===== src/rtl/voq_in_ctrl.sv =====
// -----------------------------------------------------------------------------
// voq_in_ctrl
//
// Ingress stage in front of the shared-memory switch VOQs. Framed words arrive
// tagged with a destination port (nub) and a priority. At frame start the
// destination VOQ occupancy is checked. The frame is then forwarded through a
// 2-entry skid buffer, held back until the VOQ has room (DROP_MODE = 0), or
// discarded (DROP_MODE = 1). When the last word of a forwarded frame leaves,
// a one-hot completion pulse is raised on the bit of its destination.
//
// Parameters
//   PORT_NUB   : number of destination ports (>= 2)
//   DATA_WIDTH : payload width
//   PRIORITY   : number of priority levels (>= 2)
//   DROP_MODE  : 0 = stall a frame whose VOQ is full at SOP, 1 = drop it
//
// Ports
//   clk, rst         : clock, synchronous active-high reset
//   in_valid/ready   : input handshake (in_ready is combinational)
//   in_data          : payload word
//   in_nub, in_pri   : destination / priority, sampled on SOP words only
//   in_sop, in_eop   : frame delimiters (both high = 1-word frame)
//   voq_full         : per-destination VOQ full flags
//   out_valid/ready  : output handshake, out_* driven from registers
//   out_data         : {nub, data}
//   out_pri          : frame priority
//   out_sop, out_eop : frame delimiters
//   done_out         : one-hot pulse on the EOP output transfer
//   drop_cnt         : dropped-frame count, saturating at 16'hFFFF
//   err_pulse        : protocol-error flag, registered, high for one cycle
//                      after the offending word was accepted
// -----------------------------------------------------------------------------
module voq_in_ctrl #(
    parameter int  PORT_NUB   = 4,
    parameter int  DATA_WIDTH = 32,
    parameter int  PRIORITY   = 4,
    parameter int  DROP_MODE  = 0,
    localparam int WIDTH_SEL  = $clog2(PORT_NUB),
    localparam int WIDTH_PRI  = $clog2(PRIORITY)
) (
    input  logic                            clk,
    input  logic                            rst,
    input  logic                            in_valid,
    output logic                            in_ready,
    input  logic [DATA_WIDTH-1:0]           in_data,
    input  logic [WIDTH_SEL-1:0]            in_nub,
    input  logic [WIDTH_PRI-1:0]            in_pri,
    input  logic                            in_sop,
    input  logic                            in_eop,
    input  logic [PORT_NUB-1:0]             voq_full,
    output logic                            out_valid,
    input  logic                            out_ready,
    output logic [WIDTH_SEL+DATA_WIDTH-1:0] out_data,
    output logic [WIDTH_PRI-1:0]            out_pri,
    output logic                            out_sop,
    output logic                            out_eop,
    output logic [PORT_NUB-1:0]             done_out,
    output logic [15:0]                     drop_cnt,
    output logic                            err_pulse
);

    // Only reachable for non-power-of-two PORT_NUB: nub codes at or above
    // this limit have no VOQ behind them.
    localparam logic [WIDTH_SEL:0] NUB_LIM       = (WIDTH_SEL+1)'(PORT_NUB);
    localparam bit                 STALL_ON_FULL = (DROP_MODE == 0);

    typedef enum logic [1:0] {
        IDLE = 2'd0,
        PASS = 2'd1,
        DROP = 2'd2
    } state_t;

    typedef struct packed {
        logic [WIDTH_SEL-1:0]  nub;
        logic [WIDTH_PRI-1:0]  pri;
        logic                  sop;
        logic                  eop;
        logic [DATA_WIDTH-1:0] data;
    } ent_t;

    function automatic logic [15:0] sat_inc16(input logic [15:0] v);
        return (v == 16'hFFFF) ? v : v + 16'd1;
    endfunction

    state_t               state;
    logic [WIDTH_SEL-1:0] cur_nub;
    logic [WIDTH_PRI-1:0] cur_pri;

    // Skid buffer: head_p1 is the FIFO head and drives the outputs directly,
    // skid_p0 holds the second entry while the head is blocked.
    ent_t head_p1;
    ent_t skid_p0;
    logic vld_p1;
    logic vld_p0;

    logic nub_bad;
    logic sop_full;
    logic rdy_state;
    logic accept;
    logic fwd;
    logic push;
    logic pop;
    logic skid_load;
    ent_t in_ent;

    // -------------------------------------------------------------------------
    // Input side: readiness, acceptance and the entry to be pushed
    // -------------------------------------------------------------------------
    always_comb begin
        nub_bad   = ({1'b0, in_nub} >= NUB_LIM);
        sop_full  = !nub_bad && voq_full[in_nub];
        rdy_state = 1'b1;
        case (state)
            IDLE:    rdy_state = !(in_sop && sop_full && STALL_ON_FULL);
            PASS:    rdy_state = !voq_full[cur_nub];
            default: rdy_state = 1'b1;
        endcase
    end

    // A full buffer (skid occupied) blocks input even when the head pops in
    // the same cycle, so count never has to go 2 -> 2.
    assign in_ready = !rst && !vld_p0 && rdy_state;
    assign accept   = in_valid && in_ready;
    assign fwd      = (state == PASS) ||
                      ((state == IDLE) && in_sop && !nub_bad && !sop_full);
    assign push     = accept && fwd;
    assign pop      = vld_p1 && out_ready;

    // Body words carry the nub/pri latched at SOP; a stray sop inside a
    // frame is forwarded as a plain body word.
    always_comb begin
        in_ent.data = in_data;
        in_ent.eop  = in_eop;
        if (state == IDLE) begin
            in_ent.nub = in_nub;
            in_ent.pri = in_pri;
            in_ent.sop = 1'b1;
        end else begin
            in_ent.nub = cur_nub;
            in_ent.pri = cur_pri;
            in_ent.sop = 1'b0;
        end
    end

    // -------------------------------------------------------------------------
    // Frame FSM with registered error flag and drop counter
    // -------------------------------------------------------------------------
    always_ff @(posedge clk) begin
        if (rst) begin
            state     <= IDLE;
            cur_nub   <= '0;
            cur_pri   <= '0;
            err_pulse <= 1'b0;
            drop_cnt  <= 16'd0;
        end else begin
            err_pulse <= 1'b0;
            if (accept) begin
                case (state)
                    IDLE: begin
                        if (!in_sop) begin
                            err_pulse <= 1'b1;
                        end else if (nub_bad || sop_full) begin
                            // Only reached when the frame is to be dropped:
                            // an unknown nub, or a full VOQ in drop mode.
                            err_pulse <= nub_bad;
                            if (in_eop) begin
                                drop_cnt <= sat_inc16(drop_cnt);
                            end else begin
                                state <= DROP;
                            end
                        end else begin
                            cur_nub <= in_nub;
                            cur_pri <= in_pri;
                            if (!in_eop) begin
                                state <= PASS;
                            end
                        end
                    end
                    PASS: begin
                        if (in_sop) begin
                            err_pulse <= 1'b1;
                        end
                        if (in_eop) begin
                            state <= IDLE;
                        end
                    end
                    DROP: begin
                        if (in_eop) begin
                            state    <= IDLE;
                            drop_cnt <= sat_inc16(drop_cnt);
                        end
                    end
                    default: state <= IDLE;
                endcase
            end
        end
    end

    // -------------------------------------------------------------------------
    // Skid buffer -> output registers
    // -------------------------------------------------------------------------
    always_ff @(posedge clk) begin
        if (rst) begin
            vld_p1  <= 1'b0;
            vld_p0  <= 1'b0;
            head_p1 <= '0;
        end else if (vld_p0) begin
            if (pop) begin
                head_p1 <= skid_p0;
                vld_p0  <= 1'b0;
            end
        end else if (vld_p1) begin
            if (push && pop) begin
                head_p1 <= in_ent;
            end else if (push) begin
                vld_p0 <= 1'b1;
            end else if (pop) begin
                vld_p1 <= 1'b0;
            end
        end else if (push) begin
            head_p1 <= in_ent;
            vld_p1  <= 1'b1;
        end
    end

    assign skid_load = push && vld_p1 && !vld_p0 && !pop;

    always_ff @(posedge clk) begin
        if (skid_load) begin
            skid_p0 <= in_ent;
        end
    end

    assign out_valid = vld_p1;
    assign out_data  = {head_p1.nub, head_p1.data};
    assign out_pri   = head_p1.pri;
    assign out_sop   = head_p1.sop;
    assign out_eop   = head_p1.eop;

    always_comb begin
        done_out = '0;
        if (!rst && pop && head_p1.eop) begin
            done_out = PORT_NUB'(1) << head_p1.nub;
        end
    end

endmodule

===== config.mk =====
export PLATFORM = sky130hd
export DESIGN_NAME = voq_in_ctrl
export DESIGN_NICKNAME = d
export VERILOG_FILES = /design/src/rtl/voq_in_ctrl.sv
export SDC_FILE = /design/constraint.sdc
export NUM_CORES = 1
export LEC_CHECK = 0
export CORE_UTILIZATION = 45
export CTS_CLUSTER_DIAMETER = 50
export CTS_CLUSTER_SIZE = 12
export DETAILED_ROUTE_END_ITERATION = 10
export GPL_TIMING_DRIVEN = 0
export PLACE_DENSITY = 0.76
export SLEW_MARGIN = 20
export SYNTH_ARGS = -nofsm -noshare
export SYNTH_HDL_FRONTEND = slang
export SYNTH_SLANG_ARGS = --single-unit

===== constraint.sdc =====
create_clock -name clk -period 3.6 [get_ports clk]
set_input_delay 0.72 -clock clk [delete_from_list [all_inputs] [get_ports clk]]
set_output_delay 0.72 -clock clk [all_outputs]
set_load 0.01 [all_outputs]

Word level (Yosys, flattened, before mapping)
Index checks and enable logic that the tools add are counted.
{ "word_totals": {"register_bits": 101, "input_bits": 46, "out_inout_bits": 61, "wordCells": 96} }
{ "classes": {"n_addsub": 1, "n_lt_le_gt_ge": 2, "eq_ne": 9, "shift": 1, "muxes": 34, "bitwise_logic": 2, "reduce_logical": 30} }
{ "op_table": {"columns": ["cell", "count"], "rows": [
  ["38-bit two-way mux", 5],
  ["16-bit two-way mux", 4],
  ["16-bit one-hot mux with 2 select lines", 1],
  ["16-bit by 1-bit adder with 16-bit output, second input constant", 1],
  ["16-bit equality test, second input constant", 1],
  ["1-bit logical AND", 14],
  ["1-bit two-way mux", 12],
  ["4-bit AND reduction", 3],
  ["2-bit two-way mux", 5],
  ["1-bit logical NOT", 6],
  ["2-bit by 3-bit less-than comparator with 1-bit output, second input constant", 2],
  ["2-bit inequality test, second input constant", 3],
  ["5-bit two-way mux", 1],
  ["1-bit binary-select mux with 2-bit select", 2],
  ["4-bit two-way mux", 1],
  ["2-bit by 1-bit inequality test with 1-bit output, second input constant", 2],
  ["1-bit one-hot mux with 2 select lines", 2],
  ["2-bit one-hot mux with 2 select lines", 1],
  ["2-bit OR reduction", 2],
  ["1-bit by 2-bit << shifter with 4-bit output, first input constant", 1],
  ["3-bit by 1-bit inequality test with 1-bit output, second input constant", 1],
  ["3-bit AND reduction", 1],
  ["3-bit nonzero test", 1],
  ["2-bit by 1-bit equality test with 1-bit output, second input constant", 1],
  ["other kinds (5)", 6]
]} }

Depth between registers and ports, before layout
{ "depth": {"depth_word": 12, "ltp_mapped": 10} }

Worst setup path after synthesis
Ideal clock, no wire load.
{ "synth_timing": {"path_type": "input port to flip-flop", "startpoint": "input in_nub[0]", "endpoint": "register skid_p0[0] (netlist bit) (enable)", "setup_ns": 0.399, "arrival_time_ns": 3.071, "required_time_ns": 3.201, "path_slack_ns": 0.130, "stages": 7, "n_path_buf": 2, "path_cell_list": "mux2_1 a222oi_1 o211ai_1 clkbuf_1 buf_2 nor2_1 and3_1"} }
{ "synth_between": {"elab_chain_cells": 11, "elab_cells_between_ends": 14, "cone_classes": "mux: 3; reduce/logical: 11"} }
{ "synth_rtl": {"columns": ["item", "line_no", "rtl"], "rows": [
  ["start: declaration", "46", "input logic [WIDTH_SEL-1:0] in_nub,"],
  ["1-bit binary-select mux with 2-bit select *", "111", "sop_full = !nub_bad && voq_full[in_nub];"],
  ["1-bit two-way mux (not written as such) *", "111", null],
  ["1-bit logical AND", "114", "IDLE: rdy_state = !(in_sop && sop_full && STALL_ON_FULL);"],
  ["1-bit logical NOT", "114", null],
  ["1-bit one-hot mux with 2 select lines", "113", "case (state)"],
  ["1-bit logical AND", "122", "assign in_ready = !rst && !vld_p0 && rdy_state;"],
  ["1-bit logical AND", "123", "assign accept = in_valid && in_ready;"],
  ["1-bit logical AND *", "126", "assign push = accept && fwd;"],
  ["1-bit logical AND * (3 in a row)", "226", "assign skid_load = push && vld_p1 && !vld_p0 && !pop;"],
  ["named net skid_load", "103", "logic skid_load;"],
  ["end signal: assignment", "230", "skid_p0 <= in_ent;"],
  ["end: declaration", "92", "ent_t skid_p0;"]
]} }
The timed path passes the listed nets; every way through them passes the cells marked *. The select of a mux whose other input is x is not followed.
A chain may end at the register's enable or synchronous reset.

Final worst setup path
{ "layout_timing": {"startpoint": "input voq_full[3]", "endpoint": "output in_ready"} }
{ "layout_between": {"elab_chain_cells": 6, "elab_cells_between_ends": 9, "cone_classes": "mux: 5; reduce/logical: 4"} }
{ "layout_rtl": {"columns": ["item", "line_no", "rtl"], "rows": [
  ["start: declaration", "50", "input logic [PORT_NUB-1:0] voq_full,"],
  ["1-bit binary-select mux with 2-bit select", "111", null],
  ["1-bit two-way mux (not written as such)", "111", null],
  ["1-bit logical AND", "114", null],
  ["1-bit logical NOT", "114", null],
  ["1-bit one-hot mux with 2 select lines *", "113", null],
  ["1-bit logical AND *", "122", null],
  ["end: declaration", "44", "output logic in_ready,"]
]} }
Every way passes the cells marked *; elsewhere a longest branch is shown, timed or not. The select of a mux whose other input is x is not followed.

==> flow_summary_export.csv <==
group,metric,value,unit
run_status,status,"finished clean",
logic_synthesis,synth_largest_area_cell,"dfxtp_1",
pwr,p_leak,1.87,nW
grt,grt_max_degree,22,
finish,fillers,783,
drt,first_iter_violations,180,
finish,final_nets,550,
cts,cts.clk_slew.worst_paths,0.10,ns
logic_synthesis,yosys.area_share.simple,12.9,%
logic_synthesis,synthAdderAreaFrac,1.12,%
logic_synthesis,yosys.cell_count.top_type,"nor2_1",
drt,vias,3369,
logic_synthesis,synth_top_cells_by_area,"dfxtp_1 (28%), edfxtp_1 (26%), mux2i_1 (9.7%)",
pwr,total_power,2.17,mW
sta,hold_viol_final,0,
logic_synthesis,yosysWarnings,0,
grt,grt_pass1_vias,3315,
sta,finalCritPeriodShare,93.5,%
drt,met2_length,4780,microns
placement,place_ws,-0.421,ns
drt,met3_length,622,microns
sta,setup_ws,0.233,ns
cts,cts-root-buf,"clkbuf_8",
sta,rsz0062_at_grt,"false",
worst_hold_path,hp-class,"flop to flop",
critical_path,crit_fanout,3,
drt,routedWlPerCell,16.1,microns
logic_synthesis,syn_nets,430,
floorplanning,die_w,101,microns
logic_synthesis,synth-async-reset-ratio,0,%
logic_synthesis,synth_top_family_by_area,"multiplexers",
finish,antennaDiodeCount,0,
sta,finClkSkew,0.0128,ns
finish,ff_latch_area,2400,sq um
cts,htreeDepth,3,
finish,drive_gt1_share,15.0,%
pwr,powerDensity,366,nW/um^2
finish,syn_to_final_growth,33.1,%
floorplanning,core-area,9420,sq um
placement,placedCellCount,616,
placement,numPortBuffers,106,
finish,multi_input_area,1900,sq um
logic_synthesis,synth_xor_area_share,2.36,%
pwr,ir_drop,0.188,mV
drt,via_per_inst,5.31,
critical_path,crit_required,2.88,ns
logic_synthesis,synth_compound_area_share,12.5,%
logic_synthesis,synth_edf_count,38,
cts,numCtsBuffers,9,
logic_synthesis,synth_cells,380,
drt,wl,10200,microns
logic_synthesis,ys_types,40,
floorplanning,start_util,47.3,%
sta,setup_tns,0,ns
grt,overflow,0,
sta,drv_slew,0,
logic_synthesis,ys_top_cells_by_count,"nor2_1 (65), dfxtp_1 (63), mux2i_1 (43)",
logic_synthesis,ys_seq_area_share,54.0,%
grt,globalRouteTotalUtil,20.6,%
cts,clockBufferDepth,2,
drt,antenna_left,0,
sta,worstMarginPinSlew,0.764,ns
finish,utilization,62.9,%
cts,cts_sinks,101,
cts,clock_latency,0.36,ns
critical_path,cp-start-kind,"input pin",
logic_synthesis,synthFlopType,"dfxtp_1",
floorplanning,die-area,10300,sq um
logic_synthesis,netlist_area,4450,sq um
sta,maxClockFrequency,297,MHz
grt,antenna_found_initial,0,
grt,grt_pass1_wl,16500,microns
logic_synthesis,synthMuxAreaShare,13.7,%
critical_path,worstPathArrival,2.65,ns
placement,dpl.hpwl,7490,microns
sta,layout_min_cycle_time,3.37,ns
drt,highest_layer,"met4",
critical_path,crit_path_end_kind,"output port",
cts,cts_hold_buf,0,
drt,drc,0,
sta,setup_violations,0,
job,maxCapViolCount,0,
drt,drt_pre_antenna_iters,5,
drt,wl_met1,4770,microns
cts,cts_tree,"built",
floorplanning,fp-row-count,35,
logic_synthesis,yosysTopAreaCellShare,28.3,%
floorplanning,die_h,101,microns
floorplanning,ios,107,
logic_synthesis,synth.avg_cell_area,11.7,sq um
placement,gp_congestion,0.885,
finish,finalNonFillerCells,634,
critical_path,crit_type,"input pin to output port",
logic_synthesis,ys_ff_latch,101,
sta,slew_headroom,49.1,%
## layout make-up
| class | instances | area share, % |
|---|---|---|
| sequential | 101 | 40.5 |
| multi-input combinational | 250 | 32.1 |
| timing repair buffer | 109 | 18.9 |
| tap | 129 | 2.72 |
| clock buffer | 10 | 2.32 |
| buffer | 23 | 2.17 |
| clock inverter | 6 | 0.866 |
| inverter | 6 | 0.380 |
## critical path, stage by stage
cell	delay, ns
clkdlybuf4s50_1	0.45
mux2_1	0.33
a222oi_1	0.40
o21a_1	0.20
clkdlybuf4s50_1	0.54
## final timing paths
kind	from	to	slack [ns]	depth (start not counted)
setup / recovery	voq_full[3]	in_ready	0.23	5
hold / removal	out_pri[1]	out_pri[1]	0.50	2
setup reg to reg	state[0]	skid_p0[27]	0.59	11
hold reg to reg	out_pri[1]	out_pri[1]	0.50	2
## routing by layer
layer	vias to the layer above	global-route usage (%)
met2	111	34.3
met1	1627	27.6
met4	0	4.01
met3	4	4.69
met5	-	0
li1	1627	-
## kinds of logic after synthesis
group / Yosys count
simple gates: 125
compound gates: 52
mux: 57
buf+inv: 29
flops: 101
fa+ha+maj: 4
xor+xnor: 12
## per-stage QoR
stage / instance area [sq um] / hold WS [ns]
2_1_floorplan: 4450 / 0.449
3_3_place_gp: 5670 / 0.457
3_5_place_dp: 5700 / 0.485
4_1_cts: 5900 / 0.511
5_1_grt: 5930 / 0.533
6_report: 5930 / 0.504
## layout by cell type (no fill, tap or decap), drive strengths merged, types with 12 or more instances in the layout
cell and instances:
a211oi 35, xnor2 12, nand2 14, clkdlybuf4s50 105, mux2 12, dfxtp 63
nor2 65, mux2i 43, edfxtp 38, clkbuf 25
## what timing repair did
| item | CTS | global route |
|---|---|---|
| buffers inserted | 0 | 2 |
| setup endpoints to repair | 21 | 22 |
| pin swaps | 0 | 2 |
| hold endpoints to repair | 0 | 0 |
| gates resized for setup | 1 | 1 |
## power by group
part	total, mW	internal [mW]	leakage [nW]	switching (mW)
clock network	0.693	0.283	0.0996	0.410
registers	1.22	1.20	0.851	0.0124
logic	0.259	0.135	0.920	0.124
total	2.17	1.62	1.87	0.546
## state kept, by name (all words and copies together) (netlist names)
| name | cells |
|---|---|
| skid_p0 | 38 |
| out_data | 34 |
| drop_cnt | 16 |
| cur_nub | 2 |
| cur_pri | 2 |
| out_pri | 2 |
| state | 2 |
| err_pulse | 1 |
| out_eop | 1 |
| out_sop | 1 |
| out_valid | 1 |
| vld_p0 | 1 |
Note: power is estimated with default switching activity, not from simulation.
